$ cat src/rtl/ram_arbiter.sv
// ============================================================================
// Module   : ram_arbiter
// Purpose  : Two-master arbiter/sequencer for the shared byte-write data RAM,
//            with lock-based ownership. Optional macro: ARB_ROUND_ROBIN_EN.
// Revision : 1.0  initial release
// ============================================================================
`default_nettype none

`ifndef WIDTH
`define WIDTH 32
`endif

module ram_arbiter #(
   parameter int unsigned SIZE = 32'd12
) (
   input  logic                clk,
   input  logic                rst_n,
   input  logic                i_m0_req,
   input  logic [3:0]          i_m0_we,
   input  logic [SIZE-3:0]     i_m0_addr,
   input  logic [`WIDTH-1:0]   i_m0_wdata,
   input  logic                i_m0_lock,
   input  logic                i_m1_req,
   input  logic [3:0]          i_m1_we,
   input  logic [SIZE-3:0]     i_m1_addr,
   input  logic [`WIDTH-1:0]   i_m1_wdata,
   input  logic                i_m1_lock,
   output logic                o_m0_gnt,
   output logic                o_m1_gnt,
   output logic                o_m0_ack,
   output logic                o_m1_ack,
   output logic [`WIDTH-1:0]   o_m0_rdata,
   output logic [`WIDTH-1:0]   o_m1_rdata,
   output logic                o_ram_ren,
   output logic [3:0]          o_ram_we,
   output logic [SIZE-3:0]     o_ram_addr,
   output logic [`WIDTH-1:0]   o_ram_din,
   input  logic [`WIDTH-1:0]   i_ram_dout
);

   localparam int unsigned c_AW = SIZE - 2;

   typedef enum logic [1:0] {
      ST_IDLE  = 2'd0,
      ST_LOCK0 = 2'd1,
      ST_LOCK1 = 2'd2
   } owner_st_t;

   owner_st_t           r_owner_st;
   logic                r_s1_valid;
   logic                r_s1_owner;
   logic                r_ram_ren;
   logic [3:0]          r_ram_we;
   logic [c_AW-1:0]     r_ram_addr;
   logic [`WIDTH-1:0]   r_ram_din;
   logic [1:0]          r_ack;
   logic                r_was_read;
`ifdef ARB_ROUND_ROBIN_EN
   logic                r_last;
`endif

   logic                w_gnt0;
   logic                w_gnt1;
   logic                w_xfer;
   logic [3:0]          w_we;
   logic [c_AW-1:0]     w_addr;
   logic [`WIDTH-1:0]   w_wdata;

   always_comb begin
      w_gnt0 = 1'b0;
      w_gnt1 = 1'b0;
      if (rst_n) begin
         case (r_owner_st)
            ST_LOCK0: w_gnt0 = i_m0_req;
            ST_LOCK1: w_gnt1 = i_m1_req;
            default: begin
`ifdef ARB_ROUND_ROBIN_EN
               // r_last == 1 means m1 moved last, so m0 wins a tie
               if (i_m0_req && i_m1_req) begin
                  w_gnt0 = r_last;
                  w_gnt1 = ~r_last;
               end else begin
                  w_gnt0 = i_m0_req;
                  w_gnt1 = i_m1_req;
               end
`else
               w_gnt0 = i_m0_req;
               w_gnt1 = i_m1_req && !i_m0_req;
`endif
            end
         endcase
      end
   end

   assign w_xfer  = w_gnt0 | w_gnt1;
   assign w_we    = w_gnt1 ? i_m1_we    : i_m0_we;
   assign w_addr  = w_gnt1 ? i_m1_addr  : i_m0_addr;
   assign w_wdata = w_gnt1 ? i_m1_wdata : i_m0_wdata;

   always_ff @(posedge clk) begin
      if (!rst_n) begin
         r_owner_st <= ST_IDLE;
         r_s1_valid <= 1'b0;
         r_s1_owner <= 1'b0;
         r_ram_ren  <= 1'b0;
         r_ram_we   <= 4'd0;
         r_ram_addr <= '0;
         r_ram_din  <= '0;
         r_ack      <= 2'b00;
         r_was_read <= 1'b0;
`ifdef ARB_ROUND_ROBIN_EN
         r_last     <= 1'b1;
`endif
      end else begin
         r_s1_valid <= w_xfer;
         r_s1_owner <= w_gnt1;
         r_ram_ren  <= w_xfer && (w_we == 4'd0);
         r_ram_we   <= w_xfer ? w_we : 4'd0;
         if (w_xfer) begin
            r_ram_addr <= w_addr;
            r_ram_din  <= w_wdata;
         end
         r_ack      <= {r_s1_valid && r_s1_owner, r_s1_valid && !r_s1_owner};
         r_was_read <= r_ram_ren;
`ifdef ARB_ROUND_ROBIN_EN
         if (w_xfer) r_last <= w_gnt1;
`endif
         // A lock ends whenever the owner drops lock, whether or not it transfers
         case (r_owner_st)
            ST_IDLE: begin
               if (w_gnt0 && i_m0_lock)      r_owner_st <= ST_LOCK0;
               else if (w_gnt1 && i_m1_lock) r_owner_st <= ST_LOCK1;
            end
            ST_LOCK0: if (!i_m0_lock) r_owner_st <= ST_IDLE;
            ST_LOCK1: if (!i_m1_lock) r_owner_st <= ST_IDLE;
            default:  r_owner_st <= ST_IDLE;
         endcase
      end
   end

   assign o_m0_gnt   = w_gnt0;
   assign o_m1_gnt   = w_gnt1;
   assign o_m0_ack   = r_ack[0];
   assign o_m1_ack   = r_ack[1];
   assign o_m0_rdata = (r_ack[0] && r_was_read) ? i_ram_dout : '0;
   assign o_m1_rdata = (r_ack[1] && r_was_read) ? i_ram_dout : '0;
   assign o_ram_ren  = r_ram_ren;
   assign o_ram_we   = r_ram_we;
   assign o_ram_addr = r_ram_addr;
   assign o_ram_din  = r_ram_din;

endmodule

`default_nettype wire

$ cat config.mk
export PLATFORM = sky130hd
export DESIGN_NAME = ram_arbiter
export DESIGN_NICKNAME = d
export VERILOG_FILES = /design/src/rtl/ram_arbiter.sv
export SDC_FILE = /design/constraint.sdc
export NUM_CORES = 1
export LEC_CHECK = 0
export BUFFER_PORTS_ARGS = -buffer_cell sky130_fd_sc_hd__buf_2
export CAP_MARGIN = 10
export CORE_MARGIN = 10
export CORE_UTILIZATION = 26
export DETAILED_ROUTE_END_ITERATION = 12
export PLACE_DENSITY_LB_ADDON = 0.2
export SYNTH_ARGS = -nofsm -noshare
export SYNTH_HDL_FRONTEND = slang
export SYNTH_SLANG_ARGS = --single-unit
$ cat constraint.sdc
create_clock -name clk -period 4 [get_ports clk]
set_input_delay 0.6 -clock clk [delete_from_list [all_inputs] [get_ports clk]]
set_output_delay 0.6 -clock clk [all_outputs]
set_load 0.005 [all_outputs]
* Word-level counts from Yosys, hierarchy flattened
Index checks and enable logic that the tools add are counted.
** Cells by class
- Equality and inequality tests :: 5
- Muxes and demuxes :: 14
- Bitwise logic cells :: 1
- Reductions and logical operators :: 14
** Operator list (count)
- $mux W32 :: 3
- $mux W10 :: 1
- $logic_and A1 B1 Y1 :: 8
- $mux W2 :: 4
- $pmux W2 S3 :: 1
- $logic_not A4 Y1 :: 1
- $mux W4 :: 1
- $ne A2 B2 Y1 const B :: 2
- $mux W1 :: 3
- $ne A3 B3 Y1 const B :: 1
- $reduce_and A3 Y1 :: 1
- $eq A2 B1 Y1 const B :: 1
- $eq A2 B2 Y1 const B :: 1
- $logic_not A1 Y1 :: 2
- $logic_not A2 Y1 :: 1
- $pmux W1 S2 :: 1
- $reduce_and A2 Y1 :: 1
- $or A1 B1 Y1 :: 1
** Word-level totals
- Register bits :: 54
- Output and inout port bits :: 115
- Logic and storage cells :: 43

* Depth between registers and ports, before layout
Gate-level depths: netlist of the first run.
- Depth after elaboration :: 8
- Depth in mapped cells :: 8
- Mapped depth without buffers :: 6

* Worst setup path before layout of the first run
Ideal clock, no wire load.
- Path kind :: register to output
- Start :: register r_owner_st[0]
- End :: output o_m1_gnt
- Arrival time :: 1.504 ns
- Required time :: 3.400 ns
- Slack :: 1.896 ns
- Stages on the path, launching flop included :: 8
- Path buffers :: 2
- Cell sequence :: dfxtp_1 > inv_1 > ha_1 > nor2b_1 > buf_2 > or3_1 > buf_4 > inv_2
** Between the ends
- Cells in the longest elaborated chain, start to end :: 3
** Ends and longest elaborated chain
- from (decl) :: RTL line 49 : owner_st_t r_owner_st;
- from (signal assigned) :: RTL line 102 : r_owner_st <= ST_IDLE;
- from (signal assigned) :: RTL line 131 : if (w_gnt0 && i_m0_lock) r_owner_st <= ST_LOCK0;
- from (signal assigned) :: RTL line 132 : else if (w_gnt1 && i_m1_lock) r_owner_st <= ST_LOCK1;
- $eq A2 B2 Y1 or $eq A2 B1 Y1 (tied branches) :: RTL line 73 : case (r_owner_st)
- $pmux W1 S2 (*) :: RTL line 73
- $mux W1 (*) :: RTL line 72 : if (rst_n) begin
- to (decl) :: RTL line 29 : output logic o_m1_gnt,
Every way passes the cells marked *; elsewhere a longest branch is shown, timed or not.

* Worst setup path after layout of the first run
Same ends and word-level chain as after synthesis.

==> results.sh, run 1 <==
export IMPL_status="finished clean"
export IMPL_crit_required_ps=3400
export IMPL_slew_headroom_pct=29.7
export IMPL_max_slew_worst_pin_slew_ps=1050
export IMPL_ant_nets=0
export IMPL_viasPerCell=5.10
export IMPL_fp_dieArea_um2=15700
export IMPL_clkPwrFrac_pct=29.8
export IMPL_slowest_delay_ps=870
export IMPL_htreeDepth=2
export IMPL_fin_worst_skew_ps=11.9
export IMPL_switching_power_uw=357
export IMPL_slew_violations=0
export IMPL_dpl_cell_area_um2=4130
export IMPL_end_kind="output port"
export IMPL_die_w_um=125
export IMPL_path_clk_slew_ps=100
export IMPL_synthCells=370
export IMPL_cp_top_family="simple AND/OR/NAND/NOR gates"
export IMPL_post_cts_repair_setup_buffers=0
export IMPL_drc=0
export IMPL_antenna_found_initial=1
export IMPL_yosysWarnings=0
export IMPL_cts_made_buffers=5
export IMPL_regArea_um2=1080
export IMPL_drtIter0Drc=175
export IMPL_ys_ff_latch=54
export IMPL_cp_data_arrival_time_ps=2460
export IMPL_synth_area_um2=2890
export IMPL_design_core_area_um2=10800
export IMPL_hold_violations=0
export IMPL_grt_usage_pct=15.5
export IMPL_seqPwrFrac_pct=48.3
export IMPL_grt_pass1_wl_mm=20.7
export IMPL_drt_pass1_iter_count=5
export IMPL_cts_tree="yes"
export IMPL_grt_pass1_vias=3892
export IMPL_nNetsFinal=713
export IMPL_path_class="flop to output port"
export IMPL_crit_buf_inv=3
export IMPL_power_density_nw_per_um2=297
export IMPL_worst_path_max_fanout=45
export IMPL_num_vias=3680
export IMPL_rsz0062_at_grt="no"
export IMPL_wire_per_inst_um=18.3
export IMPL_final_period_minus_worst_setup_slack_ps=3060
export IMPL_grt_max_degree=65
export IMPL_finalPower_mw=1.26
export IMPL_fmax_mhz=327
export IMPL_final_fill_count=1130
export IMPL_start_util_pct=26.7
export IMPL_io_pins=245
export IMPL_timing_hold_ws_ps=410
export IMPL_utilization_pct=39.1
export IMPL_leakage_nw=2.37
export IMPL_place_congestion=0.883
export IMPL_drive_gt1_share_pct=45.2
export IMPL_grt_ovfl_total=0
export IMPL_fin_area_um2=4240
export IMPL_cap_violations=0
export IMPL_setup_violations_final=0
export IMPL_cts_resized=0
export IMPL_pwr_share_comb_pct=21.8
export IMPL_p_int_uw=903
export IMPL_post_route_period_util_pct=76.5
export IMPL_hold_buffers=0
export IMPL_syn2layout_area_growth_pct=46.7
export IMPL_multi_input_area_um2=1580
export IMPL_syn_nets=503
export IMPL_clock_path_buffers=2
export IMPL_io_buffer_count=244
export IMPL_insertion_delay_ps=300
export IMPL_die_h_um=125
export IMPL_peakVddDrop_mv=0.156
export IMPL_switching_share_pct=28.3
export IMPL_syn_area_per_cell_um2=7.81
export IMPL_wl_mm=13.2
export IMPL_root_buffer="clkbuf_8"
export IMPL_rows=38
export IMPL_clkSinkCount=54
export IMPL_path_cells="inv_1, ha_1, nor2b_4, or3_1, inv_2, buf_2"
export IMPL_slowest_stage="nor2b_4"
export IMPL_ys_seq_area_share_pct=37.4
export IMPL_yosys_cell_types_count=27
export IMPL_worst_setup_path_start_kind="flop"
export IMPL_tns_ps=0
export IMPL_dp_hpwl_mm=10.0
export IMPL_min_path_type="flop to flop"
## power groups by stage
stage | Sequential (mW) | Combinational (mW) | Clock, mW
after global routing | 0.615 | 0.307 | 0.410
after floorplan | 0.617 | 0.135 | 0
final | 0.609 | 0.275 | 0.376
after CTS | 0.609 | 0.278 | 0.387
after global placement | 0.620 | 0.274 | 0
after detailed placement | 0.619 | 0.277 | 0
## layer usage
metal	GRT usage, %	vias up	routed length, um
met5	0	-	0
met4	3.46	0	167
met3	6.13	11	1450
met2	26.5	228	6300
met1	17.8	1646	5240
li1	-	1795	-
## layout make-up
cell class / count / share of cell area, %
well taps: 140 / 4.13
repair buffers: 250 / 29.9
flip-flops and latches: 54 / 25.5
clock buffers: 6 / 1.95
multi-input cells: 263 / 37.3
diodes: 1 / 0.0590
inverters: 6 / 0.531
clock inverters: 1 / 0.708
## synthesized netlist by cell type, drive strengths merged
library cell,number,area share [%]
dfxtp,54,37
o311ai,1,0.30
or3,1,0.22
and3,65,14
and2,1,0.22
or4,2,0.52
buf,12,3.1
o21ai,2,0.35
a22o,5,1.5
nand4b,1,0.30
o41ai,42,13
inv,6,0.78
nand3b,1,0.26
a211oi,1,0.26
nand2,89,12
ha,3,1.3
nor2b,2,0.43
nor2,1,0.13
nand3,1,0.17
nor3b,1,0.26
a31oi,43,9.3
clkbuf,35,4.5
nor4,1,0.22
## stage by stage
stage / setup slack [ps] / instances
global route: 760 / 721
floorplan: 1900 / 370
global placement: 1350 / 713
finish: 938 / 721
detailed placement: 1310 / 713
CTS: 944 / 720
## worst paths after layout
| kind | start | end | slack (ps) | depth (start not counted) |
|---|---|---|---|---|
| setup reg to reg | r_owner_st[0]$_SDFFE_PN0P_ | o_ram_din[23]$_SDFFE_PN0P_ | 1310 | 6 |
| setup / recovery | r_owner_st[0]$_SDFFE_PN0P_ | o_m1_gnt | 940 | 6 |
| hold reg to reg | r_s1_owner$_SDFF_PN0_ | r_ack[0]$_SDFF_PN0_ | 410 | 1 |
| hold / removal | r_s1_owner$_SDFF_PN0_ | r_ack[0]$_SDFF_PN0_ | 410 | 1 |
## state kept, by name, indices dropped and copies added (netlist names)
register,cells
r_was_read,1
o_ram_din,32
o_ram_we,4
o_ram_ren,1
r_owner_st,2
r_ack,2
r_s1_valid,1
r_s1_owner,1
o_ram_addr,10
## kinds of logic (layout without fill, tap and decap cells)
kind of cell	count (synthesis)	after routing	synth area share [%]
AO/OA/AOI/OAI	94	94	24.4
adder cells (fa/ha/maj)	3	3	1.30
buffers and inverters	53	263	8.44
flip-flops	54	54	37.4
other	0	1	0
AND/OR/NAND/NOR	166	166	28.4
## cells in the final DEF, fill, tap and decap left out
cell type  instances
dfxtp_1           54
or4_1              2
o41ai_1           42
a211oi_1           1
ha_1               3
inv_2              2
a31oi_1           43
bufinv_16          1
nand2_2            1
nor4_1             1
diode_2            1
nor2_1             1
a22o_1             5
and3_1            65
nand2_1           88
clkbuf_8           6
inv_1              4
nand3b_1           1
nor2b_4            2
nor3b_1            1
and2_1             1
nand3_1            1
buf_4              6
buf_2            244
o21ai_0            2
o311ai_0           1
or3_1              1
nand4b_1           1
No activity file was read; power rests on OpenSTA's default activity.
==> inputs of run 2 (changes only) <==
ABC_AREA = 1   (was not set)
clock period = 2.8 ns   (was 4 ns; I/O delays follow)
==> results.sh, run 2 <==
export IMPL_startpoint="r_was_read$_SDFF_PN0_"
export IMPL_final_fill_count=1066
export IMPL_multi_input_area_um2=1250
export IMPL_fin_worst_skew_ps=13.8
export IMPL_die_w_um=121
export IMPL_peakVddDrop_mv=0.259
export IMPL_setup_violations_final=0
export IMPL_slew_headroom_pct=30.6
export IMPL_yosysTopAreaCellShare_pct=40.9
export IMPL_wl_mm=11.6
export IMPL_drt_pass1_iter_count=4
export IMPL_cts_resized=0
export IMPL_cp_data_arrival_time_ps=1650
export IMPL_worst_setup_path_start_kind="flop"
export IMPL_fmax_mhz=483
export IMPL_status="finished clean"
export IMPL_grtUsageMet3_pct=6.51
export IMPL_syn2layout_area_growth_pct=53.8
export IMPL_die_h_um=121
export IMPL_ys_ff_latch=54
export IMPL_clock_path_buffers=2
export IMPL_drc=0
export IMPL_worstHoldStart="i_m0_addr[3]"
export IMPL_place_congestion=0.871
export IMPL_viasPerCell=4.50
export IMPL_rows=36
export IMPL_synthTopCellsByCount="nand2_1, nor2_1, dfxtp_1"
export IMPL_final_common_cell="buf_2"
export IMPL_syn_nets=542
export IMPL_power_density_nw_per_um2=541
export IMPL_grt_usage_pct=14.4
export IMPL_crit_required_ps=2380
export IMPL_largest_reg_flops=32
export IMPL_num_vias=3466
export IMPL_fp_dieArea_um2=14600
export IMPL_cts_tree="yes"
export IMPL_tns_ps=0
export IMPL_synth_area_um2=2650
export IMPL_synthTopCellsByArea="dfxtp_1, nand2_1, nor2_1"
export IMPL_drive_gt1_share_pct=41.4
export IMPL_antenna_found_initial=0
export IMPL_io_buffer_count=244
export IMPL_rsz0062_at_grt="no"
export IMPL_timing_hold_ws_ps=363
export IMPL_final_period_minus_worst_setup_slack_ps=2070
export IMPL_wire_per_inst_um=15.0
export IMPL_min_path_type="input pin to flop"
export IMPL_root_buffer="clkbuf_8"
export IMPL_diodes=0
export IMPL_path_clk_slew_ps=110
export IMPL_post_synth_top_count_cell="nand2_1"
export IMPL_insertion_delay_ps=300
export IMPL_dp_hpwl_mm=9.30
export IMPL_met2_usage_pct=25.7
export IMPL_post_route_period_util_pct=74.0
export IMPL_synthCells=409
export IMPL_grt_ovfl_total=0
export IMPL_ys_seq_area_share_pct=40.9
export IMPL_post_cts_repair_setup_buffers=0
export IMPL_grt_pass1_vias=3451
export IMPL_grt_pass1_wl_mm=17.5
export IMPL_slew_violations=0
export IMPL_io_pins=245
export IMPL_path_class="flop to output port"
export IMPL_syn_area_per_cell_um2=6.47
export IMPL_drtIter0Drc=211
export IMPL_busiest_layer="met2"
export IMPL_start_util_pct=26.8
export IMPL_nNetsFinal=770
export IMPL_grt_use_met1_pct=14.8
export IMPL_leakage_nw=2.37
export IMPL_design_core_area_um2=9860
export IMPL_ant_nets=0
export IMPL_hold_buffers=0
export IMPL_reg2reg_from="r_owner_st[0]$_SDFFE_PN0P_"
export IMPL_final_cell_mix="buf_2, nand2_1, nor2_1, dfxtp_1, inv_1"
export IMPL_htreeDepth=2
export IMPL_cap_violations=0
export IMPL_grt_max_degree=67
export IMPL_cts_made_buffers=5
export IMPL_synthArstFlopShare_pct=0
export IMPL_end_kind="output port"
export IMPL_synth_edff_count=0
export IMPL_max_slew_worst_pin_slew_ps=1040
export IMPL_synth_ff_type="dfxtp_1"
export IMPL_yosys_cell_types_count=18
export IMPL_synth_largest_area_cell="dfxtp_1"
export IMPL_worst_path_max_fanout=32
export IMPL_hold_violations=0
export IMPL_regArea_um2=1080
export IMPL_clkSinkCount=54
export IMPL_yosysWarnings=0
==> run 2: changes by cell type in the layout (fill, tap and decap cells not counted), moves of 4 or more <==
cell	previous run	this run
o21ai_0	2	31
inv_1	4	44
o21ai_1	0	15
nand3_1	1	5
and3_1	65	0
a22o_1	5	0
nor2_1	1	74
o41ai_1	42	0
nand2_1	88	103
==> run 2: per-stage QoR <==
| step | setup WS, ps | power, mW | instances | cell area (um^2) | utilization [%] |
|---|---|---|---|---|---|
| floorplan | 1300 | 1.36 | 409 | 2650 | - |
| global placement | 943 | 1.65 | 763 | 3950 | 40.0 |
| detailed placement | 849 | 1.67 | 763 | 3950 | 40.0 |
| CTS | 692 | 2.25 | 771 | 4070 | 41.3 |
| global route | 512 | 2.36 | 771 | 4070 | 41.3 |
| finish | 729 | 2.20 | 771 | 4070 | 41.3 |
==> run 2: kinds of logic (layout without fill, tap and decap cells) <==
group	after synthesis	count (layout)	synth area share, %
fa+ha+maj	3	3	1.42
simple gates	185	185	27.0
flops	54	54	40.9
compound gates	89	89	18.8
buf+inv	78	307	11.9
==> run 2: power breakdown <==
group	leakage (nW)	internal, mW	switching (mW)
clock network	0.0618	0.295	0.266
registers	0.444	0.906	0.0666
logic	1.86	0.287	0.381
total	2.37	1.49	0.713
==> run 2: worst max-delay path, cell delays in order (launching register included) <==
cell     delay [ps]
dfxtp_1         340
nand2_1         580
nor2_1          280
buf_2           160
==> run 2: worst paths after layout <==
path	to	slack, ps	depth (start not counted)
max	o_m0_rdata[2]	730	3
min	o_ram_addr[3]$_SDFFE_PN0P_	360	3
max reg2reg	o_ram_addr[1]$_SDFFE_PN0P_	800	8
min reg2reg	r_ack[0]$_SDFF_PN0_	420	1
==> run 2: cell type report <==
class / instances / share of cell area, %
clock inverter: 2 / 0.953
sequential: 54 / 26.6
clock buffer: 6 / 2.03
multi-input combinational: 277 / 30.7
tap: 133 / 4.09
inverter: 49 / 4.52
timing repair buffer: 250 / 31.1
==> run 2: per-layer routing <==
layer | wire length (um) | share of wire, % | vias up
met5 | 0 | 0 | -
met4 | 257 | 2.2 | 0
met3 | 1410 | 12 | 16
met2 | 5560 | 48 | 186
met1 | 4340 | 37 | 1514
li1 | - | - | 1750
